===== src/rtl/project_pwm_trip_zone.sv =====
// Trip-zone protection between the deadband outputs and the PWM pins.
// A filtered fault pin or a software force overrides the PWM lines with a safe level.
module project_pwm_trip_zone #(
  parameter int CHANNELS = 6
) (
  input  logic                i_clk,
  input  logic                i_reset_n,
  input  logic [CHANNELS-1:0] i_pwm,
  input  logic                i_trip_n,
  input  logic                i_period_zero,
  input  logic [7:0]          i_cfg,
  input  logic                i_force,
  input  logic                i_clear,
  output logic [CHANNELS-1:0] o_pwm,
  output logic                o_tripped,
  output logic                o_trip_flag
);

  // state    | meaning
  // ARMED    | no trip, PWM passes through
  // CBC_TRIP | tripped, released at the next clean period-zero sync
  // OST_TRIP | tripped, released only by an explicit clear with the pin high
  typedef enum logic [1:0] {
    ARMED    = 2'd0,
    CBC_TRIP = 2'd1,
    OST_TRIP = 2'd2
  } state_t;

  state_t      state, next_state;
  logic        en, mode_cbc;
  logic [1:0]  action;
  logic [3:0]  filt_n;
  logic        s1, s2;
  logic [3:0]  cnt;
  logic        det, trip;

  assign en       = i_cfg[0];
  assign mode_cbc = i_cfg[1];
  assign action   = i_cfg[3:2];
  assign filt_n   = i_cfg[7:4];

  assign det  = en & ~s2 & (cnt >= filt_n);
  assign trip = det | (en & i_force);

  always_ff @(posedge i_clk) begin
    if (!i_reset_n) begin
      state <= ARMED;
    end else begin
      state <= next_state;
    end
  end

  always_comb begin
    next_state = state;
    if (!en) begin
      next_state = ARMED;
    end else begin
      unique case (state)
        ARMED: begin
          if (trip) next_state = mode_cbc ? CBC_TRIP : OST_TRIP;
        end
        CBC_TRIP: begin
          if (i_period_zero && s2 && !trip) next_state = ARMED;
        end
        OST_TRIP: begin
          if (i_clear && s2 && !trip) next_state = ARMED;
        end
        default: next_state = ARMED;
      endcase
    end
  end

  // Two-flop synchronizer on the asynchronous fault pin, then the low-run filter.
  always_ff @(posedge i_clk) begin
    if (!i_reset_n) begin
      s1  <= 1'b1;
      s2  <= 1'b1;
      cnt <= 4'd0;
    end else begin
      s1 <= i_trip_n;
      s2 <= s1;
      if (!en || s2) begin
        cnt <= 4'd0;
      end else if (cnt != 4'hF) begin
        cnt <= cnt + 4'd1;
      end
    end
  end

  always_ff @(posedge i_clk) begin
    if (!i_reset_n) begin
      o_pwm       <= '0;
      o_tripped   <= 1'b0;
      o_trip_flag <= 1'b0;
    end else begin
      o_tripped <= (next_state != ARMED);
      if (trip) begin
        o_trip_flag <= 1'b1;
      end else if (i_clear) begin
        o_trip_flag <= 1'b0;
      end
      // Hold-last keeps whatever was on the pins when the trip began.
      if (next_state == ARMED) begin
        o_pwm <= i_pwm;
      end else begin
        unique case (action)
          2'b00:   o_pwm <= '0;
          2'b01:   o_pwm <= '1;
          2'b10:   o_pwm <= o_pwm;
          default: o_pwm <= i_pwm;
        endcase
      end
    end
  end

endmodule


===== config.mk =====
export PLATFORM = sky130hd
export DESIGN_NAME = project_pwm_trip_zone
export DESIGN_NICKNAME = d
export VERILOG_FILES = /design/src/rtl/project_pwm_trip_zone.sv
export SDC_FILE = /design/constraint.sdc
export NUM_CORES = 1
export LEC_CHECK = 0
export CAP_MARGIN = 10
export CORE_ASPECT_RATIO = 1.5
export CORE_MARGIN = 3
export CORE_UTILIZATION = 45
export CTS_BUF_LIST = sky130_fd_sc_hd__clkbuf_4 sky130_fd_sc_hd__clkbuf_8
export CTS_CLUSTER_DIAMETER = 30
export DETAILED_ROUTE_END_ITERATION = 6
export DONT_BUFFER_PORTS = 1
export PLACE_DENSITY_LB_ADDON = 0.2
export SLEW_MARGIN = 20
export SYNTH_ARGS = -nofsm -noshare
export SYNTH_HDL_FRONTEND = slang
export SYNTH_SLANG_ARGS = --single-unit
export TNS_END_PERCENT = 50

===== constraint.sdc =====
create_clock -name i_clk -period 1.6 [get_ports i_clk]
set_input_delay 0.32 -clock i_clk [delete_from_list [all_inputs] [get_ports i_clk]]
set_output_delay 0.32 -clock i_clk [all_outputs]
set_load 0.02 [all_outputs]

==> flow_summary_export.csv <==
group,metric,value,unit
status,outcome,"finished with violations",
status,violations,"negative setup slack",
critical_path,reg2reg_to,"o_pwm[4]",
power,pwr-share-seq,54.0,%
power,clkPwrFrac,32.5,%
worst_hold_path,whs_path_depth,1,
timing,setup_ws,-0.0728,ns
timing,fin_crit,1.67,ns
route,dr.pass1.iters,4,
placed_design,gp_congestion,0.801,
timing,slew_headroom,77.0,%
global_route,grt_pass1_wl,2840,µm
timing,max_freq,0.598,GHz
power,comb_power_share,13.5,%
worst_hold_path,min_path_type,"in2reg",
final_layout,drive_gt1_share,32.3,%
synthesis,synth_cell_type_count,30,
synthesis,synthArstFlopShare,0,%
critical_path,crit_arrival,1.88,ns
final_layout,final_area,0.00101,mm²
timing,slew_violations,0,
floorplanning,die_area,0.00255,mm²
floorplanning,die_h,60.3,µm
clock_network,clock_path_buffers,2,
power,p_total,0.834,mW
placed_design,port_buffers,0,
critical_path,path_max_fanout,7,
timing,hold_slack,0.104,ns
floorplanning,io_pins,28,
timing,worst_slew_pin_slew,0.345,ns
worst_hold_path,holdCritStartpoint,"i_reset_n",
synthesis,synth-edff-count,0,
synthesis,synth.avg_cell_area,9.95,µm²
timing,setup_viol,7,
critical_path,cp-start-kind,"register",
global_route,antenna_found_initial,0,
clock_network,cts_root_buf,"clkbuf_4",
route,drt-wirelength-per-cell,14.5,µm
floorplanning,fp-row-count,19,
route,dr_total_vias,676,
timing,fin_crit_sh,105,%
clock_network,cts_tree,"yes",
synthesis,ys_dominant_reg_cell,"dfxtp_1",
floorplanning,start_util,47.8,%
power,switchingPower,0.222,mW
critical_path,cp.required,1.81,ns
critical_path,reg2reg_setup_slack,-0.07,ns
route,viasPerCell,5.78,
timing,grt_setup_unrepaired,"yes",
floorplanning,die_x,42.2,µm
global_route,grt_max_degree,10,
power,p_leak,0.458,nW
timing,finalSetupTns,-0.313,ns
synthesis,synth-warning-count,0,
global_route,overflow,0,
route,antenna_left,0,
placed_design,dp_hpwl,1370,µm
final_layout,layout_common_cells,"14 x dfxtp_1, 13 x inv_1, 10 x a21oi_1, 6 x a221oi_2, 5 x buf_4",
critical_path,end_kind,"register",
clock_network,clk_latency,0.28,ns
floorplanning,core_area,0.00185,mm²
synthesis,synthCells,89,
final_layout,nNetsFinal,122,
synthesis,synthesis.area,886,µm²
power,switching_share,26.6,%
timing,hold_viol,0,
power,power.internal,0.612,mW
synthesis,ys_seq_area_share,36.2,%
flow_run,cap_viol_max_count,0,
power,ir_drop,0.520,mV
critical_path,path_class,"reg2reg",
critical_path,r2r.worst_path.cells,7,
final_layout,mostFrequentLayoutCell,"dfxtp_1",
worst_hold_path,worstHoldEndpoint,"s2",
clock_network,htree_levels,1,
final_layout,insertedDiodeCount,0,
clock_network,numCtsBuffers,3,
clock_network,cts_sinks,16,
critical_path,r2r-start,"cnt[0]",
route,routed_wl,1700,µm
synthesis,syn-num-nets,114,
critical_path,startpoint,"cnt[0]",
clock_network,clkTransAtPathRegs,0.10,ns
global_route,grt_pass1_vias,709,
final_layout,area_growth,14.1,%
power,power_density,825,mW/mm²
route,initialDrtViolationCount,10,
timing,clock_skew,0.000455,ns
route,drc_errors,0,
placed_design,postPlaceCellArea,945,µm²
global_route,grtUsageTotal,14.6,%
synthesis,ys_ff_latch,16,
[power by group through the flow]
stage / logic, mW / registers [mW] / clock network [mW]
2_1_floorplan: 0.100 / 0.456 / 0
3_3_place_gp: 0.105 / 0.459 / 0
3_5_place_dp: 0.107 / 0.459 / 0
4_1_cts: 0.113 / 0.451 / 0.280
5_1_grt: 0.125 / 0.453 / 0.290
6_report: 0.113 / 0.450 / 0.271
[Yosys cell counts (2+ instances only)]
library cell / number / area (µm²)
nand2b_1: 3 / 18.8
nor3_1: 2 / 10.0
nand2_1: 4 / 15.0
a221oi_2: 6 / 90.1
a211o_1: 2 / 17.5
a21oi_1: 10 / 50.1
and3_1: 2 / 12.5
ha_1: 5 / 62.6
dfxtp_1: 16 / 320
nor2_1: 4 / 15.0
clkdlybuf4s25_2: 2 / 20.0
nand3_1: 2 / 10.0
inv_1: 14 / 52.6
[worst max-delay path, stage by stage (launching register included)]
cell,delay (ns)
dfxtp_2,0.35
inv_2,0.04
ha_4,0.20
nand2b_4,0.14
a21oi_4,0.21
o211ai_4,0.12
a22o_4,0.31
a221oi_2,0.23
[routing by layer]
metal	track usage (%)	wire length [µm]	vias to the layer above
met5	0	0	-
met2	29.2	922	22
li1	-	-	327
met1	13.6	647	325
met4	6.67	12	0
met3	3.86	115	2
[registers in the layout, summed over array words and instances (netlist names)]
| register | count |
|---|---|
| o_pwm | 6 |
| s2 | 1 |
| o_trip_flag | 1 |
| cnt | 4 |
| o_tripped | 1 |
| state | 2 |
| s1 | 1 |
[cell type report]
cell class                      count  area [µm²]
Fill cell                         169         843
Timing Repair Buffer                5        37.5
Clock buffer                        4        36.3
Sequential cell                    16         323
Inverter                           15        56.3
Multi-Input combinational cell     56         532
Tap cell                           21        26.3
[cell families (layout without fill, tap and decap cells)]
group	count (synthesis)	after routing	synth area share [%]
AND/OR/NAND/NOR	22	22	14.4
buffers and inverters	17	24	8.62
AO/OA/AOI/OAI	27	27	31.6
flip-flops	16	16	36.2
multiplexers	1	1	1.13
adder cells (fa/ha/maj)	5	5	7.06
XOR/XNOR	1	1	0.989
[timing repair]
action | CTS | global route
pin swaps | 4 | 1
endpoints found under the setup margin | 7 | 7
gates resized for setup | 4 | 1
hold buffers | 0 | 0
setup buffers | 0 | 0
[worst max-delay path by stage]
stage,endpoint,slack (ns)
after global routing,o_pwm[4],-0.16
after global placement,o_pwm[4],-0.08
after CTS,o_pwm[4],-0.07
final,o_pwm[4],-0.07
after detailed placement,o_pwm[2],-0.11
after floorplan,o_pwm[4],-0.07
[per-stage QoR]
step                      instances  utilization [%]  worst slack [ns]
final                           117             54.5           -0.0728
after floorplan                  89                -           -0.0699
after global placement          113             50.9           -0.0839
after CTS                       117             54.4           -0.0724
after global routing            117             54.5            -0.161
after detailed placement        113             50.9            -0.111
Note: power is estimated with default switching activity, not from simulation.
